`config.mk`:
```
export PLATFORM = sky130hd
export DESIGN_NAME = spi_master
export DESIGN_NICKNAME = d
export VERILOG_FILES = /design/src/rtl/spi_master.sv
export SDC_FILE = /design/constraint.sdc
export NUM_CORES = 1
export LEC_CHECK = 0
export ABC_AREA = 1
export BUFFER_PORTS_ARGS = -buffer_cell sky130_fd_sc_hd__buf_2
export CAP_MARGIN = 25
export CORE_MARGIN = 3
export CORE_UTILIZATION = 35
export DETAILED_ROUTE_END_ITERATION = 12
export GPL_TIMING_DRIVEN = 0
export SLEW_MARGIN = 5
export SYNTH_ARGS = -nofsm -noshare
export SYNTH_HDL_FRONTEND = slang
export SYNTH_SLANG_ARGS = --single-unit
```
`constraint.sdc`:
```
create_clock -name clk -period 2.1 [get_ports clk]
set_input_delay 0 -clock clk [delete_from_list [all_inputs] [get_ports clk]]
set_output_delay 0 -clock clk [all_outputs]
set_load 0.005 [all_outputs]
```
`src/rtl/spi_master.sv`:
```
// spi_master: CPOL/CPHA-configurable SPI master for NBYTES-byte frames; define SPI_MASTER_LSB_FIRST_EN to shift LSB first.
module spi_master #(
  parameter int NBYTES = 1,
  parameter int CLKDIV = 4
) (
  input  logic                clk,
  input  logic                reset,
  input  logic                cpol,
  input  logic                cpha,
  input  logic                start,
  input  logic [8*NBYTES-1:0] din,
  output logic [8*NBYTES-1:0] dout,
  output logic                busy,
  output logic                done,
  output logic                select,
  output logic                mclk,
  output logic                mosi,
  input  logic                miso
);
  localparam int W  = 8*NBYTES;
  localparam int CW = $clog2(CLKDIV+1);
  typedef enum logic [1:0] {IDLE, LEAD, SHIFT, TRAIL} state_t;
  state_t state;
  logic [W-1:0] sr, sr_in;
  logic [CW-1:0] cnt;
  logic [5:0] edges;
  logic cpol_l, cpha_l, tick, sample, drive, out_bit, first_bit;
`ifdef SPI_MASTER_LSB_FIRST_EN
  assign sr_in     = {miso, sr[W-1:1]};
  assign out_bit   = sr[0];
  assign first_bit = din[0];
`else
  assign sr_in     = {sr[W-2:0], miso};
  assign out_bit   = sr[W-1];
  assign first_bit = din[W-1];
`endif
  assign busy   = state != IDLE;
  assign tick   = cnt == CW'(CLKDIV-1);
  // an even count of remaining edges means the next toggle is a leading edge
  assign sample = ~edges[0] ^ cpha_l;
  assign drive  = ~sample && edges != 6'd1;
  always_ff @(posedge clk) begin
    if (reset) begin
      state  <= IDLE;
      select <= 1'b0;
      mclk   <= cpol;
      mosi   <= 1'b0;
      done   <= 1'b0;
      dout   <= '0;
      sr     <= '0;
      cnt    <= '0;
      edges  <= '0;
      cpol_l <= 1'b0;
      cpha_l <= 1'b0;
    end else begin
      done <= 1'b0;
      case (state)
        IDLE: begin
          mclk <= cpol;
          if (start && !done) begin
            cpol_l <= cpol;
            cpha_l <= cpha;
            sr     <= din;
            mosi   <= first_bit;
            select <= 1'b1;
            cnt    <= '0;
            edges  <= 6'(16*NBYTES);
            state  <= LEAD;
          end
        end
        LEAD: begin
          cnt <= tick ? '0 : cnt + 1'b1;
          if (tick) state <= SHIFT;
        end
        SHIFT: begin
          cnt <= tick ? '0 : cnt + 1'b1;
          if (tick) begin
            mclk  <= ~mclk;
            edges <= edges - 1'b1;
            if (sample) sr <= sr_in;
            if (drive) mosi <= out_bit;
            if (edges == 6'd1) state <= TRAIL;
          end
        end
        TRAIL: begin
          cnt <= cnt + 1'b1;
          if (cnt == CW'(CLKDIV)) begin
            select <= 1'b0;
            mclk   <= cpol_l;
            dout   <= sr;
            done   <= 1'b1;
            cnt    <= '0;
            state  <= IDLE;
          end
        end
        default: state <= IDLE;
      endcase
    end
  end
endmodule

```
### Word-level counts from Yosys, hierarchy flattened

Index checks and enable logic that the tools add are counted.

| storage, ports and cells | value |
|---|---|
| register bits | 33 |
| logic and storage cells | 81 |
| input port bits | 14 |
| output and inout port bits | 13 |

| cells by class | value |
|---|---|
| multiplexer cells | 29 |
| $add $sub $neg | 2 |
| bitwise logic cells | 5 |
| equal/unequal tests | 16 |
| reduce and logical (&&, ||, !) cells | 18 |

Operators with widths:

| cell | count |
|---|---|
| 2-to-1 mux 8 bit | 3 |
| one-hot mux 8 bit (2 select lines) | 1 |
| inequality test 2 bit (second input constant) | 7 |
| 2-to-1 mux 6 bit | 2 |
| one-hot mux 6 bit (2 select lines) | 1 |
| 2-to-1 mux 2 bit | 5 |
| 2-to-1 mux 1 bit | 9 |
| 2-to-1 mux 3 bit | 3 |
| one-hot mux 3 bit (3 select lines) | 1 |
| AND reduction 3 bit | 3 |
| one-hot mux 2 bit (4 select lines) | 1 |
| AND reduction 4 bit | 2 |
| == test 6 x 1 -> 1 bit (second input constant) | 1 |
| inequality test 3 bit (second input constant) | 2 |
| inequality test 6 x 1 -> 1 bit (second input constant) | 1 |
| nonzero test 2 bit | 3 |
| subtractor 6 x 1 -> 6 bit (second input constant) | 1 |
| AND reduction 5 bit | 1 |
| == test 2 bit (second input constant) | 2 |
| NOT 1 bit | 4 |
| one-hot mux 1 bit (2 select lines) | 2 |
| AND reduction 2 bit | 2 |
| nonzero test 4 bit | 1 |
| OR reduction 2 bit | 2 |
| 9 further kinds | 10 |

### Logic depth before layout (Yosys ltp)

| logic depth | value |
|---|---|
| word-level depth | 7 |
| mapped depth | 11 |
| mapped depth without buffers | 11 |

### Worst setup path after synthesis

OpenSTA, ideal clock, no wires.

| path | value |
|---|---|
| path kind | register -> register |
| from | register state[0] |
| to | register sr[0] |
| clock period less this slack | 1.417 ns |
| path buffers | 0 |
| data required time | 1.986 ns |
| arrival time | 1.303 ns |
| slack | 0.683 ns |
| cell stages (with the launch flop) | 11 |
| library setup time | 0.114 ns |
| cells stage by stage | dfxtp_1 inv_1 ha_1 inv_2 nand2_1 nand2_2 nand2_4 nor2_2 nor2_4 nor2_1 nor2_2 |

| on the way | value |
|---|---|
| word-level cells in the longest chain between the ends | 3 |
| elaborated cells on any way between the ends | 8 |
| classes of those cells | eq/ne (4); mux (1); reduce/logical (3) |

Ends and longest elaborated chain:

| element | RTL line | text |
|---|---|---|
| start: declaration | 23 | `state_t state;` |
| start signal: assignment | 44 | `state <= IDLE;` |
| start signal: assignment | 68 | `state <= LEAD;` |
| start signal: assignment | 73 | `if (tick) state <= SHIFT;` |
| == test 2 bit / logical NOT 2 bit (equally long branches) | 57 | `case (state)` |
| inequality test 2 bit (no line) / nonzero test 2 bit (equally long branches) | n/a |  |
| AND reduction 4 bit (no line) | n/a |  |
| end signal: assignment | 63 | `sr <= din;` |
| end signal: assignment | 80 | `if (sample) sr <= sr_in;` |
| end: declaration | 24 | `logic [W-1:0] sr, sr_in;` |

Parallel ways exist; a longest one is shown, timed or not.
A chain may end at the register's enable or synchronous reset.

### Worst setup path after layout

| path | value |
|---|---|
| from | register state[0] |
| to | register sr[2] |

The elaborated chain is that of the path after synthesis.

==> run metrics <==
final setup fails 0; hold depth 3; reg-to-reg endpoint sr[2]$_SDFFE_PP0P_; syn_nets 278; Hold Violations, Final 0; fraction of the cycle the final worst path needs 80.4%; post-CTS setup buffer count 0; number of synthesized flops with an enable pin 1; area grow syn2layout 17.8%; total of cells resized after clock tree synthesis 0; endpoint type of the worst setup path register; maxcap violations 0; horizontal die dimension 76.7 um; count of filler cells inserted in the layout 512; total number of clock tree sinks 33; Max H-tree Level 2; Routed WL 3790 um; number of detailed-route iterations in the first pass 4; input/output buffers 26; start point of the critical path state[0]$_SDFFE_PP0P_; Post-Route Setup TNS 0 ps; via count of the first global-routing pass 1566; reg2reg path depth 7; hold crit path type in2reg; Global Route Usage Sum 14.4%; max-slew violation count 0; Die Footprint 0.00588 mm2; post-CTS clock slew at the launch and capture registers of the worst setup and hold paths 70 ps; Worst Setup Start Kind register; Die Y 76.7 um; post-route antenna net violation count 0; area of the multi-input gates 898 um2; area share of the largest cell type after synthesis 36.6%; GR Overflow Total 0; clock root cell clkbuf_8; Finished Cell Area 0.00206 mm2; P_leak 0.961 nW; clock latency of the later-clocked register in the worst-skew pair 280 ps; Post-Route Skew 5.51 ps; Iteration-0 DRC Markers 74; gp weighted congestion 0.833; Area contributors post-synth dfxtp_1 (37%), nand2_1 (12%), inv_1 (7.7%); Cell Area, Synth 0.00175 mm2; IR drop worst, VDD 0.591 mV; total half-perimeter wirelength after legalization and detailed placement 2840 um; final net count 312; count of yosys warnings during synthesis 0; leading cell types by count after synthesis nand2_1 (56), inv_1 (36), dfxtp_1 (32); setup slack of the worst register-to-register path 410 ps; most common cell in the synthesized netlist nand2_1; required time at the endpoint of the critical path 2270 ps; Relative slew margins 67.4%; global-route wire length before repair 6890 um; pin count of the biggest net entering global routing 11; number of vias after detailed routing 1595; Yosys top cell by area dfxtp_1; signal arrival time at the worst endpoint 1860 ps; Antenna Cells 0; Num CTS Buffers 5; placed cell area 0.00196 mm2; most frequently used flop master after synthesis dfxtp_1; unrepaired setup endpoints after global routing no; maximum achievable frequency 0.592 GHz; worst hold path startpoint cpol; number of top-level pins 27; clock tree from TritonCTS done; slew at the pin closest to its max-slew limit 490 ps; status finished, final reports clean; Reg2Reg Launch Point state[0]$_SDFFE_PP0P_; register area 671 um2; Initial Utilization 36.5%; number of rows created at floorplan 25; maximum clock insertion buffer count 2; power density of the placed cells 1220 mW/mm2; fraction of layout cells with a size suffix above 1 19.1%; detailed-route DRC error count 0; core box area 0.00479 mm2; Synth Instances 254; end point of the critical path sr[2]$_SDFFE_PP0P_; FF+latch count, synth 33; via density per instance 4.49; initial antenna violation count 0; clock period minus final worst setup slack 1690 ps; synthesized area per cell 6.88 um2; Seq/Total Area, Yosys 38.4%; category of the critical setup timing path reg2reg; Max FO, Critical Path 10; post-layout util 43.0%; number of distinct library cell variants in the gate-level netlist after synthesis 24; routed wire length per instance 10.7 um; FFs w/ async S/R, synth 0%
sequential cells by signal, summed over array words and instances (netlist names):
name,count
cnt,3
cpha_l,1
mclk,1
state,2
cpol_l,1
edges,6
done,1
dout,8
sr,8
select,1
mosi,1
what timing repair did:
action	4_1_cts	5_1_grt
hold buffers	1	0
endpoints found under the hold margin	1	0
endpoints found under the setup margin	0	0
cells by family after synthesis:
logic type | count (synthesis) | share of synthesized area [%]
simple gates | 117 | 30.0
buf+inv | 46 | 10.2
flops | 33 | 38.4
fa+ha+maj | 10 | 7.16
compound gates | 47 | 13.7
xor+xnor | 1 | 0.501
critical path: stages, from the launching register on:
cell and delay, ps:
dfxtp_1 390, inv_1 80, ha_1 230, inv_2 160, clkbuf_1 380, o21ai_0 140, nor2_1 150, nor2_2 50
through the flow:
| stage | power, W | instances | hold WS (ps) | setup WS (ps) |
|---|---|---|---|---|
| floorplan | 0.00178 | 254 | 165 | 683 |
| global placement | 0.00202 | 347 | 278 | 427 |
| detailed placement | 0.00204 | 347 | 292 | 420 |
| CTS | 0.00253 | 355 | 25.9 | 406 |
| global route | 0.00276 | 355 | 64.7 | 243 |
| finish | 0.00250 | 355 | 31.1 | 411 |
cell usage in the layout, fill, tap and decap left out:
cell type       n
o211ai_1        1
inv_1          36
nand2_2         2
nand3_1        20
inv_4           1
dlygate4sd3_1   1
edfxtp_1        1
nand3b_1        1
buf_1           1
nor2_4          1
nor2_2         11
a21oi_1        24
nor2_1         23
or2_1           1
dfxtp_1        32
nand2_1        56
ha_1           10
nand3_2         1
o21ai_0        21
inv_2           3
clkbuf_8        6
o21bai_1        1
nand2_4         1
xor2_1          1
clkbuf_1        3
buf_2          29
layout make-up:
class	count	share of cell area, %
Multi-Input combinational cell	175	43.6
Tap cell	67	4.07
Clock buffer	7	4.19
Buffer	6	1.28
Sequential cell	33	32.6
Inverter	40	7.42
Timing Repair Buffer	27	6.81
report_power, final:
part	switching (W)	internal, W	total, W
Combinational	0.000723	0.000407	0.00113
Sequential	0.000101	0.000790	0.000891
Clock	0.000221	0.000260	0.000481
routing by layer:
metal	vias up	track usage [%]	share of wire (%)
met5	-	0	0
met4	0	4.71	1.0
met3	4	3.40	4.0
met2	27	23.4	45
met1	692	18.7	50
li1	872	-	-
worst min path at each step:
stage	end	slack (ps)
6_report	cpol_l$_SDFFE_PP0P_	30
4_1_cts	cpol_l$_SDFFE_PP0P_	30
3_5_place_dp	cpha_l$_SDFFE_PP0P_	290
5_1_grt	cpol_l$_SDFFE_PP0P_	60
3_3_place_gp	cpha_l$_SDFFE_PP0P_	280
2_1_floorplan	edges[3]$_SDFFE_PP0P_	170
Note: power is estimated with default switching activity, not from simulation.
